### src/rtl/spu_pkg.sv
// Shared types for the SPU permute pipeline: operation codes, the pipeline
// depth and the 128-bit quadword type.
package spu_pkg;

    typedef enum logic [2:0] {
        ROT_W  = 3'd0,
        ROT_H  = 3'd1,
        SHL_W  = 3'd2,
        ROTQBY = 3'd3
    } perm_op_t;

    localparam int LATENCY = 4;

    typedef logic [127:0] quad_t;

endpackage

### src/rtl/rotate_unit.sv
// Combinational permute datapath: word/halfword rotates, word shift-left and
// whole-quadword byte rotate. Unused opcodes produce zero.
module rotate_unit
    import spu_pkg::*;
(
    input  logic [2:0]   op_sel,
    input  logic [127:0] register_RA,
    input  logic [127:0] register_RB,
    output logic [127:0] result
);

    function automatic logic [31:0] rotl32(input logic [31:0] w, input logic [4:0] n);
        logic [63:0] t;
        t = {w, w} << n;
        return t[63:32];
    endfunction

    function automatic logic [15:0] rotl16(input logic [15:0] h, input logic [3:0] n);
        logic [31:0] t;
        t = {h, h} << n;
        return t[31:16];
    endfunction

    // Bit 5 of the count means 32 or more, which always empties the word.
    function automatic logic [31:0] shl32(input logic [31:0] w, input logic [5:0] n);
        return n[5] ? 32'h0 : (w << n[4:0]);
    endfunction

    function automatic logic [127:0] rotqby(input logic [127:0] q, input logic [3:0] n);
        logic [255:0] t;
        t = {q, q} << {n, 3'b000};
        return t[255:128];
    endfunction

    // Only the low count bits of each RB lane take part in the operations.
    logic unused_rb;
    assign unused_rb = ^register_RB;

    always_comb begin
        result = '0;
        case (op_sel)
            ROT_W: begin
                for (int i = 0; i < 4; i++)
                    result[32*i +: 32] = rotl32(register_RA[32*i +: 32], register_RB[32*i +: 5]);
            end
            ROT_H: begin
                for (int j = 0; j < 8; j++)
                    result[16*j +: 16] = rotl16(register_RA[16*j +: 16], register_RB[16*j +: 4]);
            end
            SHL_W: begin
                for (int i = 0; i < 4; i++)
                    result[32*i +: 32] = shl32(register_RA[32*i +: 32], register_RB[32*i +: 6]);
            end
            ROTQBY: result = rotqby(register_RA, register_RB[3:0]);
            default: result = '0;
        endcase
    end

endmodule

### src/rtl/permute_pipe.sv
// Four-stage permute pipeline: S1 captures the operands, the rotate unit
// computes into S2, S3/S4 delay, and S4 drives the writeback port.
module permute_pipe
    import spu_pkg::quad_t;
#(
    parameter int LATENCY = 4,
    parameter int ADDR_W  = 7
) (
    input  logic              clk,
    input  logic              reset_n,
    input  logic              issue_valid,
    input  logic [2:0]        op_sel,
    input  logic [127:0]      register_RA,
    input  logic [127:0]      register_RB,
    input  logic [ADDR_W-1:0] rt_addr,
    input  logic              stall,
    input  logic              flush,
    output logic              wb_valid,
    output logic [ADDR_W-1:0] wb_rt_addr,
    output logic [127:0]      register_RT
);

    if (LATENCY != spu_pkg::LATENCY) begin : g_latency_unsupported
        $error("permute_pipe: only LATENCY=4 is supported");
    end

    // S1 holds the raw operands (RA, RB and opcode) ahead of the rotate unit.
    logic              s1_valid;
    logic [ADDR_W-1:0] s1_addr;
    logic [2:0]        s1_op;
    quad_t             s1_ra;
    quad_t             s1_rb;

    logic              s2_valid, s3_valid, s4_valid;
    logic [ADDR_W-1:0] s2_addr, s3_addr, s4_addr;
    quad_t             s2_data, s3_data, s4_data;

    quad_t             rot_result;

    rotate_unit u_rotate_unit (
        .op_sel      (s1_op),
        .register_RA (s1_ra),
        .register_RB (s1_rb),
        .result      (rot_result)
    );

    // Flush outranks stall; it only kills valids, payload may go stale.
    always_ff @(posedge clk or negedge reset_n) begin
        if (!reset_n) begin
            s1_valid <= 1'b0;
            s1_addr  <= '0;
            s1_op    <= '0;
            s1_ra    <= '0;
            s1_rb    <= '0;
            s2_valid <= 1'b0;
            s2_addr  <= '0;
            s2_data  <= '0;
            s3_valid <= 1'b0;
            s3_addr  <= '0;
            s3_data  <= '0;
            s4_valid <= 1'b0;
            s4_addr  <= '0;
            s4_data  <= '0;
        end else if (flush) begin
            s1_valid <= 1'b0;
            s2_valid <= 1'b0;
            s3_valid <= 1'b0;
            s4_valid <= 1'b0;
        end else if (!stall) begin
            s1_valid <= issue_valid;
            s1_addr  <= rt_addr;
            s1_op    <= op_sel;
            s1_ra    <= register_RA;
            s1_rb    <= register_RB;
            s2_valid <= s1_valid;
            s2_addr  <= s1_addr;
            s2_data  <= rot_result;
            s3_valid <= s2_valid;
            s3_addr  <= s2_addr;
            s3_data  <= s2_data;
            s4_valid <= s3_valid;
            s4_addr  <= s3_addr;
            s4_data  <= s3_data;
        end
    end

    assign wb_valid    = s4_valid;
    assign wb_rt_addr  = s4_addr;
    assign register_RT = s4_data;

endmodule

### config.mk
export PLATFORM = sky130hd
export DESIGN_NAME = permute_pipe
export DESIGN_NICKNAME = d
export VERILOG_FILES = /design/src/rtl/spu_pkg.sv /design/src/rtl/rotate_unit.sv /design/src/rtl/permute_pipe.sv
export SDC_FILE = /design/constraint.sdc
export NUM_CORES = 2
export LEC_CHECK = 0
export CAP_MARGIN = 10
export CORE_UTILIZATION = 30
export DETAILED_ROUTE_END_ITERATION = 8
export GPL_TIMING_DRIVEN = 0
export PLACE_DENSITY = 0.53
export SETUP_SLACK_MARGIN = 0.3
export SYNTH_ARGS = -nofsm -noshare
export SYNTH_HDL_FRONTEND = slang
export SYNTH_SLANG_ARGS = --single-unit
### constraint.sdc
create_clock -name clk -period 3.4 [get_ports clk]
set_clock_uncertainty 0.1 [all_clocks]
set_input_delay 0.34 -clock clk [delete_from_list [all_inputs] [get_ports clk]]
set_output_delay 0.34 -clock clk [all_outputs]
set_load 0.01 [all_outputs]
After elaboration in Yosys (flattened, before gate mapping)
Cells that the tools add are included.
{"block": "word_totals", "regBits": 663, "inputBits": 271, "out_inout_bits": 136, "wordCells": 52}
{"block": "classes", "n_eq_ne": 4, "shifts": 17, "n_mux": 13, "n_bitwise": 2, "n_reduce_logical": 2}
{"operator": "$pmux W128 S4", "count": 1}
{"operator": "$shl A256 B7 Y256", "count": 1}
{"operator": "$shl A32 B4 Y32", "count": 8}
{"operator": "$shl A64 B5 Y64", "count": 4}
{"operator": "$mux W32", "count": 4}
{"operator": "$shl A32 B5 Y32", "count": 4}
{"operator": "$mux W1", "count": 8}
{"operator": "$eq A3 B2 Y1 const B", "count": 2}
{"operator": "$eq A3 B1 Y1 const B", "count": 1}
{"operator": "$logic_not A3 Y1", "count": 1}
{"operator": "$ne A2 B1 Y1 const B", "count": 1}
{"operator": "$not A1 Y1", "count": 2}
{"operator": "$reduce_and A2 Y1", "count": 1}

Depth between registers and ports, before layout
{"block": "depth", "depth_word": 3, "mapped_depth": 11, "ltp_nobuf": 6}

Cells and area by module
Synthesis repeated with hierarchy kept, for this count alone.
{"block": "unflattened", "hier_cells": 4424, "area_unflattened_um2": 51946.1}
{"mod": "rotate_unit", "n_inst": 1, "cells_each": 2994, "area_per_inst_um2": 26106.3, "seq_area_each_um2": 0.0}
{"mod": "permute_pipe", "n_inst": 1, "cells_each": 1430, "area_per_inst_um2": 25839.8, "seq_area_each_um2": 16891.2}

Worst setup path before layout
OpenSTA, ideal clock, no wires.
{"block": "synth_path", "path_type": "reg2reg", "from": "register s1_rb[2]", "to": "register s2_data[121]", "setup_ps": 139, "t_arrival_ps": 2232, "required_time_ps": 3161, "slack_ps": 930, "path_stages_with_launch": 11, "path_buffers": 4, "synth_period_minus_slack_ps": 2470, "cell_sequence": "dfrtp_1 -> buf_4 -> buf_2 -> buf_2 -> buf_2 -> mux2i_1 -> o22ai_1 -> o21ai_0 -> o211ai_1 -> a2111oi_0 -> a21oi_1"}
{"block": "synth_via", "elab_chain_cells": 2}
{"item": "start: declaration", "line_no": "permute_pipe.sv:32", "rtl": "quad_t s1_rb;"}
{"item": "start signal: assignment", "line_no": "permute_pipe.sv:74", "rtl": "s1_rb <= register_RB;"}
{"item": "$shl A256 B7 Y256", "line_no": "rotate_unit.sv:31", "rtl": "t = {q, q} << {n, 3'b000};"}
{"item": "$pmux W128 S4", "line_no": "rotate_unit.sv:41", "rtl": "case (op_sel)"}
{"item": "end signal: assignment", "line_no": "permute_pipe.sv:77", "rtl": "s2_data <= rot_result;"}
{"item": "end: declaration", "line_no": "permute_pipe.sv:36", "rtl": "quad_t s2_data, s3_data, s4_data;"}
Every way passes these cells.
A chain may end at the register's enable or synchronous reset.

Worst setup path in the final report
{"block": "layout_path", "from": "register s1_rb[1]", "to": "register s2_data[23]"}
{"block": "layout_via", "elab_chain_cells": 3, "word_cells_on_any_way": 5, "cone_classes": "3 x shift; 2 x mux"}
{"item": "parallel branches: the longest is 2 deep, another holds $shl A256 B7 Y256"}
{"item": "$pmux W128 S4 (*)", "line_no": "rotate_unit.sv:41"}
Mark *: on every way between the ends.

==> metrics.md <==
| Metric | Value |
|---|---|
| Beginning of the worst hold path | register_RA[7] |
| Worst setup margin | 0.0567 ns |
| Post-Synthesis Net Count | 6103 |
| Core area | 0.157 mm2 |
| Worst path max stage delay | 0.55 ns |
| Fraction of registers with async set/reset | 100% |
| Multi-input logic area | 0.0334 mm2 |
| Max Cap Viol | 0 |
| # IOs | around 410 |
| Pre-antenna DRT Iters | 8 |
| Worst relative slew slack | about 14% |
| Post-synthesis sequential area ratio | 30.9% |
| Worst-path cell chain | buf_8 -> clkinvlp_4 -> buf_6 -> buf_6 -> buf_4 -> nand2_1 -> nand2_1 -> o21ai_1 -> a311oi_4 -> a31oi_1 |
| Synth warn | 0 |
| Most common cell in the netlist | nand2_1 |
| Post-synthesis register bit count | between 500 and 600 |
| Syn avg cell area | between 8 and 9 um2 |
| Critical-path top delay cell | a311oi_4 |
| CTS max path bufs | 3 |
| Cts bufs inserted | 73 |
| Power Density | between 600 and 700 mW/mm2 |
| Worst hold slack | 0.0200 ns |
| Synth Flop Type | dfrtp_1 |
| Largest net degree at the start of global routing | 111 |
| Commonest cells in the netlist | 1671 x nand2_1, 587 x dfrtp_1, 459 x mux2i_1 |
| Final ANT Viol Nets | 0 |
| Worst Setup End Kind | flop |
| Static Leak | around 0.026 uW |
| Port bufs | 317 |
| R2r startpoint | s1_rb[1] |
| First-pass GRT wire length | 526000 um |
| Hold path cells | 3 |
| Tmin final | 3.34 ns |
| Yosys top cell by area | dfrtp_1 |
| # rows | about 150 |
| Setup violators final | 0 |
| Critical Path AT | 3.83 ns |
| Final Non-Filler Cells | approximately 8500 |
| Sink Count | 587 |
| Final count of pins violating max slew | 0 |
| R2R cell count | 10 |
| Fraction of layout cells with a size suffix above 1 | between 20% and 30% |
| Delay-heaviest family, CP | buffers and inverters |
| Crit start category | flop |
| Dpl ws | -2.17 ns |
| Inst Count DP | 8255 |
| Die width | about 400 um |
| Register Area | 0.0147 mm2 |
| Final nets | ~6700 |
| Post-DR wirelength/cell | around 48 um |
| CP max FO | 10 |
| Initial Util | ~30% |
| Area delta synth->final | 31.3% |
| Total GRT Usage | between 40% and 50% |
| Critical path startpoint | s1_rb[1] |
| # H-tree levels | 3 |
| Filler cells | 16216 |
| Die ar. | around 0.16 mm2 |
| Via count | 58262 |
| Grt ovf | 0 |
| Synth top area share | 30.9% |
| Post-synth EDFFs | 0 |
| Routed wire length | 407000 um |
| Worst hold path type | primary input to flop |
| DR iter-0 viols | 9622 |
| Critical path type | flop to flop |
| Status | finished, final reports clean |
| Vias per inst | 6.82 |
| Dpl hpwl | approximately 320000 um |
| Critical path depth | 10 |
| Worst-Margin Slew | 1.29 ns |
| Final Hold Viols | 0 |
| Achievable Freq | 0.299 GHz |
| Clk_lat worst skew | between 0.7 and 0.8 ns |
| GP Congestion | 1.16 |
| Worst-path clk slew | roughly 0.070 ns |
| Die Span Y | 400 um |
| Crit path required time | 3.88 ns |
| Max IR drop VDD | 0.393 mV |
| Syn Inst Count | around 5800 |
| Period Utilization, post-route | 98.3% |
| Area contributors post-synth | dfrtp_1 31%, nand2_1 13%, mux2i_1 9.7% |
| Buf/Inv on CP | 5 |
| RSZ-0062 raised after global routing | true |
| Initial antenna violation count | 45 |
| DRC viols | 0 |
| Vias in the first global route | 53930 |
| CTS Root Cell | clkbuf_16 |
| Mapped Area | 0.0476 mm2 |
| Unique cell type count in the Yosys netlist | 81 |
| TritonCTS clock tree | built |
state kept, by name, summed over array words and instances, names as in the netlist, 3 cells and up:
register and cells:
register_RT 128, s1_ra 128, s2_data 128, s3_data 128, s1_rb 40, s1_addr 7
s2_addr 7, s3_addr 7, wb_rt_addr 7, s1_op 3
tightest hold or removal path: stages:
cell	delay, ns
clkdlybuf4s50_1	0.40
nand2_1	0.05
nand2_1	0.04
path summary, 6_finish.rpt:
check | end | slack (ns)
max | s2_data[23] | 0.06
min | s1_ra[7] | 0.02
max reg2reg | s2_data[23] | 0.06
min reg2reg | s3_addr[0] | 0.33
max in group asynchronous | register_RT[27] | 1.10
min in group asynchronous | s1_rb[98] | 0.11
cell families after synthesis:
kind of cell	share of synthesized area (%)
muxes	23.4
AOI/OAI and AO/OA	19.6
DFF	30.9
and+or+nand+nor	20.4
buffers and inverters	5.71
placed cells by master, fill, tap and decap left out, types with 25 or more instances in the layout:
cell type and count:
nand2_1 1646, o21ai_0 180, a21oi_1 177, o22ai_1 238, clkbuf_2 159, o221ai_1 29
diode_2 42, o211ai_1 59, or2_2 25, dfrtp_1 582, o21ai_1 30, mux2_2 265
buf_6 47, mux2i_2 54, nand2b_1 45, nor2b_1 37, and2_1 29, clkbuf_4 69
nor3_1 61, clkbuf_1 188, nand3_1 62, buf_8 35, a211oi_1 29, a22oi_1 125
nor2_1 247, clkdlybuf4s50_1 316, mux2i_1 368, a31oi_1 51, buf_2 60, buf_12 26
buf_4 128, clkbuf_16 74, dlygate4sd3_1 26, mux2i_4 37, mux4_2 155
report_power, final:
group / leakage [uW] / switching, uW / internal (uW) / total, uW
Clock: 0.00126 / 3800 / 5030 / 8830
Combinational: 0.0170 / 15000 / 6820 / 21800
Sequential: 0.00761 / 1240 / 8180 / 9420
repair_timing:
item                                   in CTS  in global routing
pin swaps                                  60                 32
setup endpoints to repair                 518                233
resized for setup                         958                361
hold buffers                               26                  0
setup buffers                              58                 25
endpoints found under the hold margin     241                  0
area by class of cell:
type                       instances  share of cell area (%)
multi-input combinational       4596                    53.4
sequential                       587                    23.5
timing repair buffer             474                    8.05
buffer                           620                    6.28
tap                             2058                    4.12
clock buffer                      96                    3.22
clock inverter                    37                   0.988
inverter                          27                   0.194
antenna                           42                   0.168
per-stage QoR:
step | utilization, % | setup TNS, ns | instance area [um2] | power (uW)
floorplan | - | 0 | 47600 | 17600
global placement | 34.0 | - | 53300 | 27300
detailed placement | 34.6 | -452.78 | 54200 | 27300
CTS | 38.9 | 0 | 60900 | 37800
global route | 39.8 | 0 | 62400 | 40100
finish | 39.8 | 0 | 62500 | 40100
layer usage:
layer	vias to the layer above	global-route usage, %	part of all wire (%)
met5	-	2.12	0.13
met1	29534	64.1	40
li1	22439	-	-
met2	5002	64.3	37
met3	1263	24.5	15
met4	24	30.2	7.8
Power figures use the tool's default switching activity.
